==> src/rtl/cpu_pkg.sv <==
// Shared CPU definitions used by the fetch stage.
package cpu_pkg;

  typedef enum logic [1:0] {
    FETCH,
    WAIT,
    DRAIN
  } fetch_state_t;

  localparam int          INSTR_BYTES = 4;
  localparam logic [31:0] NOP_INSTR   = 32'h0;

endpackage

==> src/rtl/fetch_unit.sv <==
// Instruction fetch stage: owns the PC, runs a single-outstanding req/gnt/rvalid
// handshake and holds one instruction for the IF/ID register.
module fetch_unit
  import cpu_pkg::*;
#(
  parameter logic [31:0] RESET_PC = 32'h0000_0000
) (
  input  logic        clk,
  input  logic        reset,
  input  logic        fetch_stall,
  input  logic        redirect,
  input  logic [31:0] redirect_pc,
  output logic        imem_req,
  output logic [31:0] imem_addr,
  input  logic        imem_gnt,
  input  logic        imem_rvalid,
  input  logic [31:0] imem_rdata,
  output logic [31:0] ins_out,
  output logic [31:0] pc_out,
  output logic        ins_valid
);

  localparam logic [31:0] STEP = 32'(INSTR_BYTES);

  fetch_state_t state;
  logic [31:0]  pc;
  logic [31:0]  pc_inflight;
  logic         buf_free;
  logic         grant;

  // Only request when the buffer will be empty by the time the response lands.
  assign buf_free  = !ins_valid || !fetch_stall;
  assign imem_req  = !reset && (state == FETCH) && buf_free;
  assign imem_addr = pc;
  assign grant     = imem_req && imem_gnt;

  always_ff @(posedge clk) begin
    if (reset) begin
      state       <= FETCH;
      pc          <= RESET_PC;
      pc_inflight <= RESET_PC;
      ins_out     <= NOP_INSTR;
      pc_out      <= 32'h0;
      ins_valid   <= 1'b0;
    end else begin
      if (ins_valid && !fetch_stall) begin
        ins_valid <= 1'b0;
        ins_out   <= NOP_INSTR;
        pc_out    <= 32'h0;
      end

      case (state)
        FETCH: if (grant) begin
          pc_inflight <= pc;
          pc          <= pc + STEP;
          state       <= WAIT;
        end
        WAIT: if (imem_rvalid) begin
          ins_out   <= imem_rdata;
          pc_out    <= pc_inflight + STEP;
          ins_valid <= 1'b1;
          state     <= FETCH;
        end
        DRAIN: if (imem_rvalid) state <= FETCH;
        default: state <= FETCH;
      endcase

      // Redirect overrides everything above; a granted-but-unreturned
      // request must have its response drained.
      if (redirect) begin
        pc        <= {redirect_pc[31:2], 2'b00};
        ins_valid <= 1'b0;
        ins_out   <= NOP_INSTR;
        pc_out    <= 32'h0;
        case (state)
          FETCH:       state <= grant ? DRAIN : FETCH;
          WAIT, DRAIN: state <= imem_rvalid ? FETCH : DRAIN;
          default:     state <= FETCH;
        endcase
      end
    end
  end

endmodule

==> config.mk <==
export PLATFORM = sky130hd
export DESIGN_NAME = fetch_unit
export DESIGN_NICKNAME = d
export VERILOG_FILES = /design/src/rtl/cpu_pkg.sv /design/src/rtl/fetch_unit.sv
export SDC_FILE = /design/constraint.sdc
export NUM_CORES = 1
export LEC_CHECK = 0
export ABC_AREA = 1
export ABC_CLOCK_PERIOD_IN_PS = 2100
export BUFFER_PORTS_ARGS = -buffer_cell sky130_fd_sc_hd__buf_2
export CAP_MARGIN = 20
export CORE_MARGIN = 10
export CORE_UTILIZATION = 55
export CTS_BUF_LIST = sky130_fd_sc_hd__clkbuf_8
export CTS_CLUSTER_SIZE = 24
export DETAILED_ROUTE_END_ITERATION = 8
export PLACE_DENSITY = 0.83
export SLEW_MARGIN = 20
export SYNTH_ARGS = -nofsm -noshare
export SYNTH_HDL_FRONTEND = slang
export SYNTH_SLANG_ARGS = --single-unit
==> constraint.sdc <==
create_clock -name clk -period 2.1 [get_ports clk]
set_clock_uncertainty 0.2 [all_clocks]
set_input_delay 0.63 -clock clk [delete_from_list [all_inputs] [get_ports clk]]
set_output_delay 0.63 -clock clk [all_outputs]
set_load 0.05 [all_outputs]
; ---- Yosys cells after proc, flatten, opt, wreduce, memory -nomap -nowiden
; Cells that the tools add are included.
[totals]
in_bits = 70
word_cells = 48
out_inout_bits = 98
ff_bits = 131
[op_classes]
n_eq_ne = 4
addsub = 2
n_mux = 19
reduce_logical = 16
[ops]
columns = operator, n
row1 = 32-bit 2-to-1 mux, 9
row2 = 32-bit by 3-bit adder with 32-bit output (second input constant), 2
row3 = 2-bit 2-to-1 mux, 5
row4 = 2-bit case mux with 2 select lines, 2
row5 = 2-bit AND reduction, 3
row6 = 1-bit logical AND, 4
row7 = 2-bit nonzero test, 2
row8 = 2-bit OR reduction, 2
row9 = 1-bit zero test, 3
row10 = 1-bit 2-to-1 mux, 3
row11 = 3-bit by 1-bit inequality test with 1-bit output (second input constant), 1
row12 = 3-bit inequality test (second input constant), 1
row13 = 2-bit by 1-bit == test with 1-bit output (second input constant), 1
row14 = 2-bit == test (second input constant), 1
row15 = 2-bit zero test, 1
row16 = 1-bit logical OR, 1

; ---- Logic depth before layout (Yosys ltp)
[logic_depth]
word_depth = 7
ltp_mapped = 12
ltp_nobuf = 12

; ---- Least setup slack after synthesis
; OpenSTA, ideal clock, no wires.
[synth_timing]
path_kind = in2out
from = input port reset
to = output port imem_req
stages = 4
required_ns = 1.270
slack_ns = 0.019
path_buffers = 1
arrival_ns = 1.251
path_cell_list = buf_6 -> nor2_4 -> nand2_1 -> inv_1
[synth_via]
elab_chain_len = 3
[synth_rtl]
columns = element, line
row1 = "start, declared", fetch_unit.sv:9  ; input logic reset,
row2 = 1-bit zero test, fetch_unit.sv:33  ; assign imem_req = !reset && (state == FETCH) && buf_free;
row3 = 1-bit logical AND (2 in series), fetch_unit.sv:33
row4 = "end, declared", fetch_unit.sv:13  ; output logic imem_req,
; Every way passes these cells.

; ---- Worst setup path after layout
[layout_timing]
from = register state[1]
to = output port imem_req
[layout_via]
elab_chain_len = 3
[layout_rtl]
columns = element, line
row1 = "start, declared", fetch_unit.sv:25  ; fetch_state_t state;
row2 = "start signal, assigned", fetch_unit.sv:76  ; FETCH: state <= grant ? DRAIN : FETCH;
row3 = "start signal, assigned", fetch_unit.sv:77  ; WAIT, DRAIN: state <= imem_rvalid ? FETCH : DRAIN;
row4 = 2-bit zero test, fetch_unit.sv:33
row5 = 1-bit logical AND (2 in series), fetch_unit.sv:33
; Every way passes these cells.

==> impl_metrics.json <==
{
  "dieArea_mm2": 0.0160,
  "slew_violations": 0,
  "synth_seq_cells": 127,
  "outcome": "finished with violations",
  "r2r_end": "pc_out[14]",
  "max_freq_ghz": 0.458,
  "ys.warnings.count": 0,
  "drtPass1Iterations": 5,
  "peakVddDrop_v": 0.000719,
  "cts_inserted_buffers": 17,
  "clk_latency_ns": 0.44,
  "arrival_ns": 1.35,
  "violations": "setup timing",
  "design_area_mm2": 0.00774,
  "wire_per_inst_um": 15.1,
  "setup_viol_count_final": 1,
  "power_w": 0.00556,
  "rrSetupSlack_ns": 0.20,
  "yosys.area_share.simple_pct": 29.0,
  "syn_inst": 863,
  "synth_fa_ha_area_share_pct": 1.00,
  "worstRegToRegCells": 8,
  "leakagePower_nw": 3.57,
  "globalplace.congestion": 0.926,
  "grt_usage_pct": 21.8,
  "worstPathRequired_ns": 1.27,
  "final_min_period_over_clock_period_pct": 104,
  "r2r-start": "pc_inflight[3]",
  "cts_tree": "done",
  "portBuffers": 163,
  "clk_pin_slew_ns": 0.08,
  "worst_slack_ns": -0.0838,
  "hpwl_um": 13700,
  "multi_input_area_mm2": 0.00314,
  "holdCritStartpoint": "redirect_pc[6]",
  "num-fill-cells": 929,
  "antenna_found_initial": 0,
  "row_count": 38,
  "synth-xor-area-share_pct": 2.95,
  "preCtsSetupSlack_ns": 0.0502,
  "drcViolationCount": 0,
  "wl_um": 18000,
  "fin_nets": 1109,
  "post-route-util_pct": 70.5,
  "seq_area_mm2": 0.00255,
  "grt_pass1_wl_um": 29100,
  "cp-start-kind": "flop",
  "synth_flop_cell": "dfxtp_1",
  "synth.distinct_cells": 39,
  "synthMuxAreaShare_pct": 0,
  "postRouteAntennaNets": 0,
  "grt_max_degree": 45,
  "syn_to_final_growth_pct": 24.2,
  "finalCriticalPeriod_ns": 2.18,
  "worstHoldEndpoint": "imem_addr[6]",
  "rsz0062_at_grt": "yes",
  "place_area_mm2": 0.00726,
  "vias_per_cell": 5.24,
  "clock-sinks": 127,
  "ys_seq_area_share_pct": 40.8,
  "diodes": 0,
  "synthArstFlopShare_pct": 0,
  "syn_avg_cell_area_um2": 7.22,
  "worst_setup_path_end_kind": "output pin",
  "syn_area_mm2": 0.00623,
  "start_util_pct": 56.7,
  "hp-class": "in -> reg",
  "synth_top_family_by_area": "simple AND/OR/NAND/NOR gates",
  "yosys-top-cells-area": "dfxtp_1 (41%), nand2_1 (12%), a21oi_1 (5.9%)",
  "cts_buffer_depth": 2,
  "grt_overflow": 0,
  "finalHoldViolations": 0,
  "synth_compound_area_share_pct": 17.1,
  "setup_tns_ns": -0.0838,
  "crit_fanout": 3,
  "h-tree-depth": 4,
  "holdPathStages": 3,
  "maxCapViolations": 0,
  "dieWidth_um": 126,
  "die_h_um": 126,
  "cts_root_buf": "clkbuf_8",
  "crit_type": "reg -> out",
  "synth_top_area_cell": "dfxtp_1",
  "drt_iter0_markers": 505,
  "drive_above_1_share_pct": 26.4,
  "first_global_vias": 5822,
  "synth_edf_count": 0,
  "ios": 168,
  "vias": 6217,
  "power.density_mw_per_mm2": 719,
  "synth_top_area_share_pct": 40.8,
  "core_area_mm2": 0.0110
}
## sequential cells by signal (all words and copies together) (netlist names)
register,count
ins_out,32
pc_out,32
imem_addr,30
pc_inflight,30
state,2
ins_valid,1
## logic make-up after synthesis
kind of cell    after synthesis
compound gates              181
xor+xnor                     21
other cells                   1
flops                       127
simple gates                391
fa+ha+maj                     5
buf+inv                     137
## Yosys cell counts, types with 5 or more instances
library cell / n
nand3_1: 61
clkbuf_1: 14
dfxtp_1: 127
nand2_2: 9
a31oi_1: 7
nor2_1: 63
nand4_1: 8
nor2_2: 8
o21ai_0: 54
nor2_4: 15
inv_1: 97
nor3_1: 7
xor2_1: 17
a21oi_1: 73
ha_1: 5
o21ai_1: 7
buf_4: 6
a22o_1: 29
a32o_1: 5
nand2_1: 207
buf_2: 12
## layout make-up
class / count / area share, %
multi-input cells: 600 / 40.6
flip-flops and latches: 127 / 33.0
repair buffers: 187 / 13.9
inverters: 101 / 4.93
clock buffers: 18 / 3.20
well taps: 140 / 2.26
clock inverters: 13 / 2.13
## how the worst max path moves through the flow
| stage | startpoint | slack [ns] | endpoint | depth (start not counted) |
|---|---|---|---|---|
| floorplan | reset | 0.02 | imem_req | 4 |
| global placement | fetch_stall | 0.06 | imem_addr[24] | 10 |
| detailed placement | fetch_stall | 0.05 | imem_addr[24] | 10 |
| CTS | state[1] | -0.11 | imem_req | 7 |
| global route | state[1] | -0.17 | imem_req | 7 |
| finish | state[1] | -0.08 | imem_req | 7 |
## layout by cell type (no fill, tap or decap), drive strengths merged, types with 10 or more instances in the layout
cell type / Yosys / layout
inv: 101 / 102
xor2: 17 / 17
buf: 22 / 179
dfxtp: 127 / 127
o21ai: 61 / 61
a22o: 29 / 29
nand2: 219 / 219
nor2: 86 / 86
a21oi: 74 / 74
nor3: 10 / 10
clkbuf: 14 / 26
nand3: 64 / 64
## where the power goes
part           total [W]  internal, W  switching, W
clock network    0.00220      0.00120      0.000994
registers        0.00262      0.00250      0.000115
logic           0.000752     0.000242      0.000509
total            0.00556      0.00394       0.00162
## layer usage
layer | wire length (um) | vias to the layer above | GRT usage, %
li1 | - | 3155 | -
met5 | 0 | - | 0
met1 | 7640 | 2761 | 27.2
met3 | 1620 | 33 | 6.41
met2 | 8240 | 268 | 34.2
met4 | 459 | 0 | 9.31
## worst max-delay path, stage by stage (launching register included)
cell and delay [ns]:
dfxtp_2 0.34, inv_2 0.07, ha_4 0.14, inv_4 0.04
nor2_4 0.07, nand2_1 0.05, inv_1 0.06, buf_6 0.15
## stage by stage
stage / cells / hold WS [ns]
2_1_floorplan: 864 / 0.253
3_3_place_gp: 1154 / 0.212
3_5_place_dp: 1154 / 0.219
4_1_cts: 1186 / 0.197
5_1_grt: 1186 / 0.205
6_report: 1186 / 0.211
## what timing repair did
item                                    in CTS  in global routing
endpoints found under the hold margin        0                  0
gates resized for setup                     11                 15
gates cloned                                 0                  0
endpoints found under the setup margin       3                 11
hold buffers                                 0                  0
setup buffers                                1                  0
Power figures use the tool's default switching activity.
